## src/rtl/nn_pkg.sv

```systemverilog
// Shared constants and state encoding for the weight loader, the layer
// engine that reads the weight memory, and the loader bench.
package nn_pkg;

   // Weight format and memory geometry
   localparam int DATA_W    = 10;  // signed two's complement weight width
   localparam int ADDR_W    = 7;   // weight memory address width
   localparam int NUM_HID_W = 50;  // 10 inputs x 5 hidden neurons
   localparam int NUM_OUT_W = 15;  // 5 hidden x 3 output neurons
   localparam int OUT_BASE  = 64;  // first address of the output-layer block

   // Loader FSM encoding; the numeric values are visible on the debug port
   typedef enum logic [2:0] {
      ST_IDLE  = 3'd0,
      ST_LOAD  = 3'd1,
      ST_CHECK = 3'd2,
      ST_DONE  = 3'd3,
      ST_ERR   = 3'd4
   } loader_state_t;

endpackage

```

## src/rtl/nn_weight_loader.sv

```systemverilog
// Weight loader: accepts a frame of signed weights over a valid/ready link,
// writes them into the weight memory (hidden block at 0.., output block at
// OUT_BASE..), then checks a trailing wrapping-sum checksum word.
//
// Handshake: a word transfers on a rising edge where in_valid & in_ready.
// in_ready depends only on the state (LOAD/CHECK), never on in_valid, and
// the host may hold in_valid low for any number of cycles.
module nn_weight_loader
   import nn_pkg::*;
#(
   parameter int P_DATA_W    = DATA_W,
   parameter int P_ADDR_W    = ADDR_W,
   parameter int P_NUM_HID_W = NUM_HID_W,
   parameter int P_NUM_OUT_W = NUM_OUT_W,
   parameter int P_OUT_BASE  = OUT_BASE
) (
   input  logic                  Clock,
   input  logic                  Rst,
   input  logic                  Start,
   input  logic                  in_valid,
   input  logic [P_DATA_W-1:0]   in_data,
   output logic                  in_ready,
   output logic                  WE,
   output logic [P_ADDR_W-1:0]   wr_addr,
   output logic [P_DATA_W-1:0]   wr_data,
   output logic                  Busy,
   output logic                  Done,
   output logic                  Err,
   output logic [2:0]            state
);

   // Word counter must reach the index of the last weight
   localparam int NUM_W = P_NUM_HID_W + P_NUM_OUT_W;
   localparam int CNT_W = $clog2(NUM_W + 1);

   localparam logic [CNT_W-1:0]    LAST_IDX = CNT_W'(NUM_W - 1);
   localparam logic [CNT_W-1:0]    HID_CNT  = CNT_W'(P_NUM_HID_W);
   localparam logic [P_ADDR_W-1:0] OUT_ADDR = P_ADDR_W'(P_OUT_BASE);

   loader_state_t         state_q, state_d;
   logic [CNT_W-1:0]      cnt_q, cnt_d;
   logic [P_DATA_W-1:0]   sum_q, sum_d;
   logic                  we_q, we_d;
   logic [P_ADDR_W-1:0]   addr_q, addr_d;
   logic [P_DATA_W-1:0]   data_q, data_d;
   logic                  done_q, done_d;
   logic                  err_q, err_d;

   logic                  ready;
   logic                  accept;
   logic [CNT_W-1:0]      out_idx;
   logic [P_ADDR_W-1:0]   map_addr;

   // Link is open only while a frame is in progress
   assign ready  = (state_q == ST_LOAD) || (state_q == ST_CHECK);
   assign accept = in_valid && ready;

   // Word index -> memory address: hidden block is contiguous from 0,
   // output block is relocated to OUT_BASE
   assign out_idx  = cnt_q - HID_CNT;
   assign map_addr = (cnt_q < HID_CNT) ? P_ADDR_W'(cnt_q)
                                       : OUT_ADDR + P_ADDR_W'(out_idx);

   // Next-state, counter, accumulator and write-port logic
   always_comb begin
      state_d = state_q;
      cnt_d   = cnt_q;
      sum_d   = sum_q;
      we_d    = 1'b0;
      addr_d  = addr_q;
      data_d  = data_q;
      done_d  = done_q;
      err_d   = err_q;

      unique case (state_q)
         ST_IDLE, ST_DONE, ST_ERR: begin
            if (Start) begin
               state_d = ST_LOAD;
               cnt_d   = '0;
               sum_d   = '0;
               done_d  = 1'b0;
               err_d   = 1'b0;
            end
         end

         ST_LOAD: begin
            if (accept) begin
               we_d   = 1'b1;
               addr_d = map_addr;
               data_d = in_data;
               sum_d  = sum_q + in_data;  // wraps modulo 2^DATA_W
               cnt_d  = cnt_q + 1'b1;
               if (cnt_q == LAST_IDX) begin
                  state_d = ST_CHECK;
               end
            end
         end

         ST_CHECK: begin
            // The checksum word is consumed but never written to memory
            if (accept) begin
               if (in_data == sum_q) begin
                  state_d = ST_DONE;
                  done_d  = 1'b1;
               end else begin
                  state_d = ST_ERR;
                  err_d   = 1'b1;
               end
            end
         end

         default: begin
            state_d = ST_IDLE;
         end
      endcase
   end

   // State and datapath registers; reset does not touch memory contents,
   // Done=0 is what marks a partial load as invalid
   always_ff @(posedge Clock or posedge Rst) begin
      if (Rst) begin
         state_q <= ST_IDLE;
         cnt_q   <= '0;
         sum_q   <= '0;
         we_q    <= 1'b0;
         addr_q  <= '0;
         data_q  <= '0;
         done_q  <= 1'b0;
         err_q   <= 1'b0;
      end else begin
         state_q <= state_d;
         cnt_q   <= cnt_d;
         sum_q   <= sum_d;
         we_q    <= we_d;
         addr_q  <= addr_d;
         data_q  <= data_d;
         done_q  <= done_d;
         err_q   <= err_d;
      end
   end

   assign in_ready = ready;
   assign Busy     = ready;
   assign WE       = we_q;
   assign wr_addr  = addr_q;
   assign wr_data  = data_q;
   assign Done     = done_q;
   assign Err      = err_q;
   assign state    = state_q;

endmodule

```

## config.mk

```make
export PLATFORM = sky130hd
export DESIGN_NAME = nn_weight_loader
export DESIGN_NICKNAME = d
export VERILOG_FILES = /design/src/rtl/nn_pkg.sv /design/src/rtl/nn_weight_loader.sv
export SDC_FILE = /design/constraint.sdc
export NUM_CORES = 1
export LEC_CHECK = 0
export CAP_MARGIN = 10
export CORE_MARGIN = 4
export CORE_UTILIZATION = 40
export CTS_CLUSTER_SIZE = 20
export DETAILED_ROUTE_END_ITERATION = 6
export HOLD_SLACK_MARGIN = 0.02
export PLACE_DENSITY_LB_ADDON = 0.1
export REMOVE_ABC_BUFFERS = 1
export SETUP_SLACK_MARGIN = 0.05
export SLEW_MARGIN = 20
export SYNTH_ARGS = -nofsm -noshare
export SYNTH_HDL_FRONTEND = slang
export SYNTH_SLANG_ARGS = --single-unit
export TNS_END_PERCENT = 10
```

## constraint.sdc

```tcl
create_clock -name Clock -period 3.5 [get_ports Clock]
set_clock_uncertainty 0.2 [all_clocks]
set_input_delay 0.7 -clock Clock [delete_from_list [all_inputs] [get_ports Clock]]
set_output_delay 0.7 -clock Clock [all_outputs]
set_load 0.05 [all_outputs]
```

# After elaboration in Yosys (flattened, before gate mapping)
# Index checks and enable logic that the tools add are counted.
# totals
register_bits	40
inputBits	14
out_inout_bits	25
wordCells	58
# classes
n_addsub	4
order_cmp	1
eq_ne	12
muxes	22
n_reduce_logical	11
# op_table
op	n
2-to-1 mux 7 bit	3
2-to-1 mux 10 bit	2
one-hot mux 10 bit (2 select lines)	1
2-to-1 mux 3 bit	5
one-hot mux 7 bit (2 select lines)	1
AND reduction 4 bit	3
adder 10 bit	1
== test 10 bit	1
one-hot mux 3 bit (3 select lines)	1
inequality test 2 bit, second input constant	4
adder 7 x 1 -> 7 bit, second input constant	1
adder 7 bit, first input constant	1
== test 7 bit, second input constant	1
less-than comparator 7 x 6 -> 1 bit, second input constant	1
2-to-1 mux 1 bit	7
subtractor 7 x 6 -> 7 bit, second input constant	1
== test 3 x 2 -> 1 bit, second input constant	2
inequality test 2 x 1 -> 1 bit, second input constant	2
one-hot mux 1 bit (2 select lines)	2
nonzero test 2 bit	2
== test 3 x 1 -> 1 bit, second input constant	1
== test 3 bit, second input constant	1
zero test 3 bit	1
AND reduction 3 bit	1
other kinds (4)	4

# Depth between registers and ports, before layout
# logic_depth
ltp_word	5
mapped_depth	8
depth_no_buf	8

# Worst setup path after synthesis
# No wires, ideal clock.
# synth_path
path_type	flip-flop to output port
start	reg state_q[0], in the netlist state[0]
end	out in_ready
t_arrival_ns	2.010
t_required_ns	2.600
slack_ns	0.590
stages_incl_launch_ff	5
path_buffers	2
cell_sequence	dfrtp_1 -> buf_2 -> xnor2_1 -> nor2_1 -> buf_4
# synth_between
elab_chain_len	2
elab_cells_between_ends	3
cone_classes	2 x eq/ne; 1 x reduce/logical
# synth_rtl
element	line_no	rtl
from (decl)	nn_weight_loader.sv:40	loader_state_t state_q, state_d;
from (signal assigned)	nn_weight_loader.sv:131	state_q <= state_d;
== test 3 x 1 -> 1 bit / == test 3 x 2 -> 1 bit (equally long branches)	nn_weight_loader.sv:55	assign ready = (state_q == ST_LOAD) || (state_q == ST_CHECK);
logical OR 1 bit *	nn_weight_loader.sv:55	
to (decl)	nn_weight_loader.sv:22	output logic in_ready,
# Mark *: on every way between the ends. The rest lies on a longest branch, timed or not.

# Worst setup path in the final report
# Same ends and word-level chain as after synthesis.

==> impl_metrics.json <==
{
  "cts.repair.resized": 0,
  "grt_pass1_vias": 1865,
  "synth-async-reset-ratio_pct": 100,
  "cts_setup_buffers": 0,
  "numClockSinks": 40,
  "start_util_pct": 42.0,
  "synth_edf_count": 0,
  "slowest_stage": "clkdlybuf4s50_1",
  "clk_pin_slew_worst_paths_ns": 0.08,
  "fp-row-count": 27,
  "die_h_um": 84.7,
  "die_area_mm2": 0.00718,
  "port_buffers": 38,
  "synth_xor_area_share_pct": 3.72,
  "final_cell_mix": "nand2_1 (52), dfrtp_1 (40), clkdlybuf4s50_1 (38), o21ai_0 (22)",
  "antenna_cells": 0,
  "relSlewSlack_pct": 62.2,
  "wl_per_cell_um": 13.9,
  "worstMarginPinSlew_ns": 0.567,
  "power.total_mw": 2.29,
  "rsz0062_at_grt": "no",
  "end_kind": "primary output",
  "clock_path_buffers": 2,
  "cts.htree.levels": 2,
  "core_area_mm2": 0.00561,
  "powerDensity_mw_per_mm2": 796,
  "synth_ff_type": "dfrtp_1",
  "crit_chain": "xnor2_1, nor2_1, clkdlybuf4s50_1",
  "finalHoldViolCount": 0,
  "timing_max_transition_violations_final": 0,
  "yosys_warnings": 0,
  "routed_wl_um": 5250,
  "drive_gt1_share_pct": 5.25,
  "dp_hpwl_um": 3700,
  "intPower_mw": 1.23,
  "combPwrFrac_pct": 53.3,
  "grt_max_degree": 41,
  "final_cells": 377,
  "avgViaCountPerCell": 5.34,
  "synthSimpleGateAreaFrac_pct": 23.0,
  "syn_inst": 268,
  "critical-path-max-stage-delay_ns": 0.82,
  "fin_area_mm2": 0.00287,
  "syn_area_mm2": 0.00235,
  "post-route-worst-setup-slack_ns": 0.645,
  "setup.worst_path.class": "reg -> out",
  "fin_crit_sh_pct": 81.6,
  "period_needed_ns": 2.86,
  "grt_antenna_before_repair": 0,
  "detail-route-antenna-nets": 0,
  "path_max_fanout": 13,
  "clk_latency_ns": 0.30,
  "worstPathRequired_ns": 2.60,
  "synth-adder-area-share_pct": 7.76,
  "io_pins": 39,
  "first_pass_iters": 4,
  "synth_cell_types": 45,
  "first_iter_violations": 165,
  "maxCapViolCount": 0,
  "cts_buffers": 5,
  "vdd_drop_max_mv": 0.398,
  "synth_compound_area_share_pct": 14.9,
  "setup_tns_ns": 0,
  "fmax_mhz": 350,
  "ys_seq_area_share_pct": 42.5,
  "total_leakage_power_nw": 1.29,
  "start_kind": "register",
  "hold_class": "reg -> reg",
  "root_buffer": "clkbuf_8",
  "num-nets-final": 332,
  "pwr-share-seq_pct": 32.3,
  "p_sw_share_pct": 46.1,
  "syn2layout_area_growth_pct": 22.1,
  "place_area_mm2": 0.00278,
  "grt_overflow": 0,
  "synth_top_family_by_area": "simple AND/OR/NAND/NOR gates",
  "avgSynthCellArea_um2": 8.79,
  "synth_mux_area_share_pct": 2.34,
  "grt_pass1_wl_um": 9090,
  "dp.cells": 369,
  "setup_viol": 0,
  "clkPwrFrac_pct": 14.4,
  "dr_total_vias": 2015,
  "drc": 0,
  "p_sw_mw": 1.05,
  "place_ws_ns": 0.398,
  "yosys_register_bits": 40,
  "grt_usage_pct": 15.6,
  "final_common_cell": "nand2_1",
  "cts_tree": "built",
  "crit_arrival_ns": 1.96,
  "cts-hold-fix-buffers": 0,
  "status": "completed",
  "die_w_um": 84.7,
  "globalplace.congestion": 0.783
}
## logic make-up after synthesis
| logic type | Yosys count |
|---|---|
| buf+inv | 28 |
| mux | 5 |
| xor+xnor | 10 |
| simple gates | 114 |
| fa+ha+maj | 14 |
| compound gates | 57 |
| flops | 40 |
## cells in the mapped netlist, types with 2 or more instances
cell type | number | area (um2)
mux2i_1 | 4 | 40.0
xor2_1 | 2 | 17.5
nand3_1 | 9 | 45.0
and3_1 | 2 | 12.5
a31oi_1 | 4 | 25.0
or3_1 | 5 | 31.3
nand2b_1 | 2 | 12.5
nor4_1 | 2 | 12.5
a21oi_1 | 11 | 55.1
buf_2 | 3 | 15.0
nor2_1 | 13 | 48.8
buf_6 | 3 | 33.8
xnor2_1 | 8 | 70.1
a21o_1 | 4 | 30.0
dfrtp_1 | 40 | 1000
nor3_1 | 11 | 55.1
nand2_1 | 52 | 195
inv_1 | 12 | 45.0
nor4b_1 | 2 | 17.5
a22o_1 | 2 | 17.5
clkbuf_1 | 6 | 22.5
nor2b_1 | 5 | 31.3
nor3b_1 | 6 | 45.0
o21ai_0 | 22 | 110
ha_1 | 13 | 163
a211oi_1 | 3 | 22.5
nand4_1 | 3 | 18.8
o22ai_1 | 2 | 12.5
## metal layers
layer / global-route usage, % / routed length [um] / vias up
met3: 3.93 / 219 / 6
met1: 22.2 / 2670 / 966
met2: 23.8 / 2300 / 42
met4: 3.88 / 55 / 0
met5: 0 / 0 / -
li1: - / - / 1001
## flip-flops by register name, indices dropped and copies added, names as in the netlist
signal and cells:
state 3, sum_q 10, WE 1, wr_addr 7, Done 1, Err 1, wr_data 10, cnt_q 7
## stage by stage
step | util, % | hold slack [ns]
6_report | 51.2 | 0.279
5_1_grt | 51.2 | 0.308
4_1_cts | 51.2 | 0.283
3_5_place_dp | 49.6 | 0.262
3_3_place_gp | 49.6 | 0.259
2_1_floorplan | - | 0.253
## critical path, delay by kind of cell (launching register included)
family / cells / cell delay (ns)
buf+inv: 1 / 0.82
flops: 1 / 0.53
simple gates: 1 / 0.12
xor+xnor: 1 / 0.20
## final cells by class
type	instances	area [um2]
Sequential cell	40	1000
Clock buffer	7	86.3
Timing Repair Buffer	43	418
Clock inverter	1	7.51
Fill cell	549	2730
Multi-Input combinational cell	200	1220
Inverter	14	52.6
Tap cell	72	90.1
## power by group through the flow
stage	Clock [mW]	Combinational [mW]	Sequential, mW
6_report	0.329	1.22	0.740
4_1_cts	0.338	1.23	0.742
3_5_place_dp	0	1.22	0.750
2_1_floorplan	0	0.621	0.974
3_3_place_gp	0	1.22	0.745
5_1_grt	0.364	1.34	0.765
## worst paths after layout
check	from	to	slack (ns)	cells after the start
setup reg to reg	sum_q[0]	sum_q[6]	1.24	8
setup / recovery	state[0]	in_ready	0.64	3
min in group asynchronous	Rst	wr_data[4]	0.63	3
hold / removal	wr_data[2]	wr_data[2]	0.28	2
hold reg to reg	wr_data[2]	wr_data[2]	0.28	2
max in group asynchronous	Rst	state[2]	2.10	3
Note: power is estimated with default switching activity, not from simulation.
